<file path="src/rtl/icache_tag_ctrl.sv">
// Two-way instruction-cache tag controller: lookup, LRU victim choice, line-fill request and tag write.
// Optional feature macro: ICACHE_TAG_PERF_CNT_EN adds perf_hits / perf_misses counters.
module icache_tag_ctrl #(
    parameter int TAG_W = 23,
    parameter int IDX_W = 6
) (
    input  logic                 clk0,
    input  logic                 rst_aL,
    input  logic                 req_valid,
    output logic                 req_ready,
    input  logic [31:0]          req_addr,
    output logic                 resp_valid,
    output logic                 resp_hit,
    output logic                 resp_way,
    output logic                 miss_valid,
    input  logic                 miss_ready,
    output logic [31:0]          miss_addr,
    input  logic                 fill_done,
    output logic                 sram_csb0,
    output logic                 sram_web0,
    output logic [1:0]           sram_wmask0,
    output logic [IDX_W-1:0]     sram_addr0,
    output logic [2*TAG_W+1:0]   sram_din0,
    input  logic [2*TAG_W+1:0]   sram_dout0
`ifdef ICACHE_TAG_PERF_CNT_EN
    ,
    output logic [31:0]          perf_hits,
    output logic [31:0]          perf_misses
`endif
);

    localparam int OFF_W = 32 - TAG_W - IDX_W;
    localparam int SETS  = 1 << IDX_W;

    typedef enum logic [2:0] {
        IDLE,
        LOOKUP,
        MISS_REQ,
        MISS_WAIT,
        FILL_WR
    } state_t;

    state_t             r_state;
    state_t             w_next;

    logic [TAG_W-1:0]   r_tag;
    logic [IDX_W-1:0]   r_idx;
    logic               r_victim;
    logic [SETS-1:0]    r_lru;
    logic               r_resp_valid;
    logic               r_resp_hit;
    logic               r_resp_way;
    logic [31:0]        r_miss_addr;

    logic [TAG_W-1:0]   w_req_tag;
    logic [IDX_W-1:0]   w_req_idx;
    logic               w_unused_off;
    logic               w_way0_v;
    logic               w_way1_v;
    logic [TAG_W-1:0]   w_way0_tag;
    logic [TAG_W-1:0]   w_way1_tag;
    logic               w_hit0;
    logic               w_hit1;
    logic               w_hit;
    logic               w_hit_way;
    logic               w_victim;

    assign w_req_tag    = req_addr[31 -: TAG_W];
    assign w_req_idx    = req_addr[OFF_W +: IDX_W];
    assign w_unused_off = ^req_addr[OFF_W-1:0];

    // SRAM word layout: {way1_v, way1_tag, way0_v, way0_tag}
    assign w_way0_tag = sram_dout0[TAG_W-1:0];
    assign w_way0_v   = sram_dout0[TAG_W];
    assign w_way1_tag = sram_dout0[2*TAG_W:TAG_W+1];
    assign w_way1_v   = sram_dout0[2*TAG_W+1];

    assign w_hit0    = w_way0_v && (w_way0_tag == r_tag);
    assign w_hit1    = w_way1_v && (w_way1_tag == r_tag);
    assign w_hit     = w_hit0 || w_hit1;
    assign w_hit_way = !w_hit0;

    // Fill invalid ways first; only a full set falls back to the LRU bit.
    assign w_victim  = !w_way0_v ? 1'b0 :
                       !w_way1_v ? 1'b1 : r_lru[r_idx];

    always_comb begin
        w_next = r_state;
        case (r_state)
            IDLE:      if (req_valid)  w_next = LOOKUP;
            LOOKUP:    w_next = w_hit ? IDLE : MISS_REQ;
            MISS_REQ:  if (miss_ready) w_next = MISS_WAIT;
            MISS_WAIT: if (fill_done)  w_next = FILL_WR;
            FILL_WR:   w_next = IDLE;
            default:   w_next = IDLE;
        endcase
    end

    always_comb begin
        sram_csb0   = 1'b1;
        sram_web0   = 1'b1;
        sram_wmask0 = 2'b00;
        sram_addr0  = '0;
        sram_din0   = '0;
        if (r_state == IDLE && req_valid) begin
            sram_csb0  = 1'b0;
            sram_addr0 = w_req_idx;
        end else if (r_state == FILL_WR) begin
            sram_csb0   = 1'b0;
            sram_web0   = 1'b0;
            sram_addr0  = r_idx;
            sram_din0   = {1'b1, r_tag, 1'b1, r_tag};
            sram_wmask0 = r_victim ? 2'b10 : 2'b01;
        end
        // Strobes are gated so no access can leak out while reset is held.
        if (!rst_aL) begin
            sram_csb0   = 1'b1;
            sram_web0   = 1'b1;
            sram_wmask0 = 2'b00;
        end
    end

    assign req_ready  = (r_state == IDLE);
    assign miss_valid = (r_state == MISS_REQ);
    assign miss_addr  = r_miss_addr;
    assign resp_valid = r_resp_valid;
    assign resp_hit   = r_resp_hit;
    assign resp_way   = r_resp_way;

    always_ff @(posedge clk0 or negedge rst_aL) begin
        if (!rst_aL) begin
            r_state      <= IDLE;
            r_tag        <= '0;
            r_idx        <= '0;
            r_victim     <= 1'b0;
            r_lru        <= '0;
            r_resp_valid <= 1'b0;
            r_resp_hit   <= 1'b0;
            r_resp_way   <= 1'b0;
            r_miss_addr  <= '0;
        end else begin
            r_state      <= w_next;
            r_resp_valid <= 1'b0;
            case (r_state)
                IDLE: begin
                    if (req_valid) begin
                        r_tag <= w_req_tag;
                        r_idx <= w_req_idx;
                    end
                end
                LOOKUP: begin
                    if (w_hit) begin
                        r_resp_valid <= 1'b1;
                        r_resp_hit   <= 1'b1;
                        r_resp_way   <= w_hit_way;
                        r_lru[r_idx] <= !w_hit_way;
                    end else begin
                        r_victim    <= w_victim;
                        r_miss_addr <= {r_tag, r_idx, {OFF_W{1'b0}}};
                    end
                end
                FILL_WR: begin
                    r_resp_valid <= 1'b1;
                    r_resp_hit   <= 1'b0;
                    r_resp_way   <= r_victim;
                    r_lru[r_idx] <= !r_victim;
                end
                default: ;
            endcase
        end
    end

`ifdef ICACHE_TAG_PERF_CNT_EN
    logic [31:0] r_perf_hits;
    logic [31:0] r_perf_misses;

    always_ff @(posedge clk0 or negedge rst_aL) begin
        if (!rst_aL) begin
            r_perf_hits   <= '0;
            r_perf_misses <= '0;
        end else if (r_state == LOOKUP) begin
            if (w_hit) r_perf_hits   <= r_perf_hits + 32'd1;
            else       r_perf_misses <= r_perf_misses + 32'd1;
        end
    end

    assign perf_hits   = r_perf_hits;
    assign perf_misses = r_perf_misses;
`endif

endmodule

</file>
<file path="config.mk">
export PLATFORM = sky130hd
export DESIGN_NAME = icache_tag_ctrl
export DESIGN_NICKNAME = d
export VERILOG_FILES = /design/src/rtl/icache_tag_ctrl.sv
export SDC_FILE = /design/constraint.sdc
export NUM_CORES = 1
export LEC_CHECK = 0
export ABC_AREA = 0
export ABC_CLOCK_PERIOD_IN_PS = 2700
export CORE_MARGIN = 2
export CORE_UTILIZATION = 45
export CTS_BUF_LIST = sky130_fd_sc_hd__clkbuf_4
export DETAILED_ROUTE_END_ITERATION = 10
export MAX_ROUTING_LAYER = met4
export PLACE_DENSITY_LB_ADDON = 0.12
export SLEW_MARGIN = 25
export SYNTH_ARGS = -nofsm -noshare
export SYNTH_HDL_FRONTEND = slang
export SYNTH_SLANG_ARGS = --single-unit
</file>
<file path="constraint.sdc">
create_clock -name clk0 -period 2.7 [get_ports clk0]
set_input_delay 0.405 -clock clk0 [delete_from_list [all_inputs] [get_ports clk0]]
set_output_delay 0.405 -clock clk0 [all_outputs]
set_load 0.005 [all_outputs]
</file>
==> impl_metrics.json <==
{
  "startpoint_type": "register",
  "cp_slowest_cell": "dfrtp_2",
  "power_density_nw_per_um2": 862,
  "synth_cells": 601,
  "design_area_sq_um": 9280,
  "die_h_microns": 128,
  "crit_top_cell": "buf_4",
  "min_period_ps": 2620,
  "register_area_sq_um": 3240,
  "place_area_sq_um": 8860,
  "cts_sinks": 129,
  "yosysWarnings": 0,
  "crit_path_max_incr_delay_ps": 480,
  "die_w_microns": 128,
  "rows": 45,
  "arrival_ps": 3060,
  "clockBufferDepth": 2,
  "crit_type": "register to register",
  "reg2reg_slack_ps": 80,
  "final_cells": 974,
  "grt_max_degree": 108,
  "drt-initial-drc-count": 272,
  "vias": 5395,
  "crit_required_ps": 3140,
  "tns_ps": 0,
  "async_reset_ff_frac": 1.00,
  "post-route-util": 0.615,
  "placedCellCount": 930,
  "peakVddDrop_v": 0.000345,
  "crit_fanout": 7,
  "yosysMostFrequentCell": "dfrtp_1",
  "die_area_sq_um": 16400,
  "maxCapViolCount": 0,
  "root_buffer": "clkbuf_4",
  "path_cells": "xnor2_1, nand4_1, nor4_2, buf_4, a41o_1, nor2_4, buf_4, nor3_1, mux2_2",
  "synthTopCellsByArea": "dfrtp_1 47%, mux2_2 21%, nor3_1 4.6%",
  "avgSynthCellArea_sq_um": 11.5,
  "status": "finished, final reports clean",
  "max_slew_margin": 0.606,
  "antenna_left": 0,
  "grt_pass1_vias": 5501,
  "remaining_drc_errors": 0,
  "nets": 856,
  "hp-class": "input pin to async pin",
  "gr-usage-all-layers": 0.264,
  "multi_input_area_sq_um": 3330,
  "place_congestion": 0.867,
  "synth-seq-cells": 129,
  "drive_gt1_frac": 0.301,
  "fmax_ghz": 0.381,
  "end_kind": "register",
  "hold_viol": 0,
  "path_clk_slew_ps": 110,
  "synth_top_area_share": 0.467,
  "syn2layout_area_growth_pct": 34.3,
  "port_buffers": 173,
  "drt_wl_total_microns": 20400,
  "syn-cell-area_sq_um": 6910,
  "path_delay_family": "simple AND/OR/NAND/NOR gates",
  "fillers": 1262,
  "viasPerCell": 5.54,
  "tightest_slew_ps": 590,
  "core_area_sq_um": 15100,
  "initial_core_util": 0.458,
  "yosys.cell_types.count": 48,
  "slew_violations": 0,
  "fin_worst_skew_ps": 18.7,
  "p_leak_uw": 0.00393,
  "antenna_found_initial": 2,
  "finalSetupViolCount": 0,
  "synth_edf_count": 0,
  "critical_path_buf_inv_count": 2,
  "dr.pass1.iters": 5,
  "ys_top_cells_by_count": "129 x dfrtp_1, 126 x mux2_2, 64 x nor3_1, 30 x xnor2_1",
  "clock_latency_ps": 560,
  "post-route-period-util": 0.972,
  "grt_pass1_wl_microns": 31300,
  "ys_seq_area_frac": 0.467,
  "ys.flop_type": "dfrtp_1",
  "htreeDepth": 4,
  "place_hpwl_microns": 14700,
  "ioPinCount": 180,
  "wl_per_cell_microns": 20.9,
  "whs_ps": 236,
  "overflow": 0,
  "tritoncts": "built",
  "cts_buffers": 17,
  "synth_top_area_cell": "dfrtp_1"
}
## metal layers
| metal | global-route usage | vias up | routed length [microns] |
|---|---|---|---|
| li1 | - | 2473 | - |
| met1 | 0.318 | 2683 | 8270 |
| met2 | 0.434 | 198 | 10500 |
| met3 | 0.0472 | 41 | 920 |
| met4 | 0.125 | 0 | 695 |
| met5 | - | - | 0 |
## placed cells by master (no fill, tap or decap), types with 7 or more instances in the layout
cell,synthesis,layout
clkdlybuf4s50_1,0,171
mux2_2,126,126
dfrtp_1,129,123
nor3_1,64,59
buf_4,27,42
xnor2_1,30,27
and3_1,24,24
clkbuf_4,0,18
nand2_1,17,17
xor2_1,16,16
mux2i_1,14,13
nand4_1,9,9
nor2_1,11,9
inv_1,8,8
nor3_2,4,8
a21oi_1,7,7
## state kept, by name, indices dropped and copies added (netlist names)
| register | count |
|---|---|
| r_lru | 64 |
| miss_addr | 29 |
| r_tag | 23 |
| r_idx | 6 |
| r_state | 3 |
| r_victim | 1 |
| resp_hit | 1 |
| resp_valid | 1 |
| resp_way | 1 |
## cell type report
type / count / area share
clock inverter: 14 / 0.0132
tap: 188 / 0.0254
clock buffer: 18 / 0.0146
antenna: 2 / 0.000540
inverter: 8 / 0.00324
timing repair buffer: 222 / 0.235
sequential: 129 / 0.349
multi-input combinational: 393 / 0.359
## worst paths after layout
check	startpoint	endpoint	depth (start not counted)
max in group asynchronous	rst_aL	r_lru[22]	3
max	r_tag[11]	r_lru[23]	9
min in group clk0	fill_done	r_state[2]	3
max reg2reg	r_tag[11]	r_lru[23]	9
min reg2reg	r_lru[18]	r_lru[18]	1
min	rst_aL	miss_addr[30]	2
## through the flow
stage / total power (uW) / worst slack (ps)
after floorplan: 4840 / 389
after global placement: 6560 / -420
after detailed placement: 6650 / -432
after CTS: 7990 / 5.12
after global routing: 8460 / -29.6
final: 8000 / 75.8
## report_power, final
part / leakage (uW) / internal (uW) / switching, uW / total, uW
Clock: 0.000137 / 536 / 702 / 1240
Combinational: 0.00213 / 2000 / 1660 / 3660
Sequential: 0.00166 / 2440 / 665 / 3100
Total: 0.00393 / 4970 / 3030 / 8000
## cells by family (layout without fill, tap and decap cells)
kind of cell | Yosys count | in the layout | share of synthesized area
compound gates | 38 | 38 | 0.0382
flops | 129 | 129 | 0.467
simple gates | 158 | 159 | 0.124
buf+inv | 82 | 262 | 0.0652
mux | 147 | 147 | 0.247
other cells | 1 | 5 | 0.000543
xor+xnor | 46 | 46 | 0.0583
## timing repair
item,CTS,global route
gates resized for setup,10,14
setup buffers,6,2
endpoints found under the setup margin,64,73
gates cloned,1,0
endpoints found under the hold margin,22,0
hold buffers,1,0
pin swaps,1,2
(Power assumes the default switching activity.)
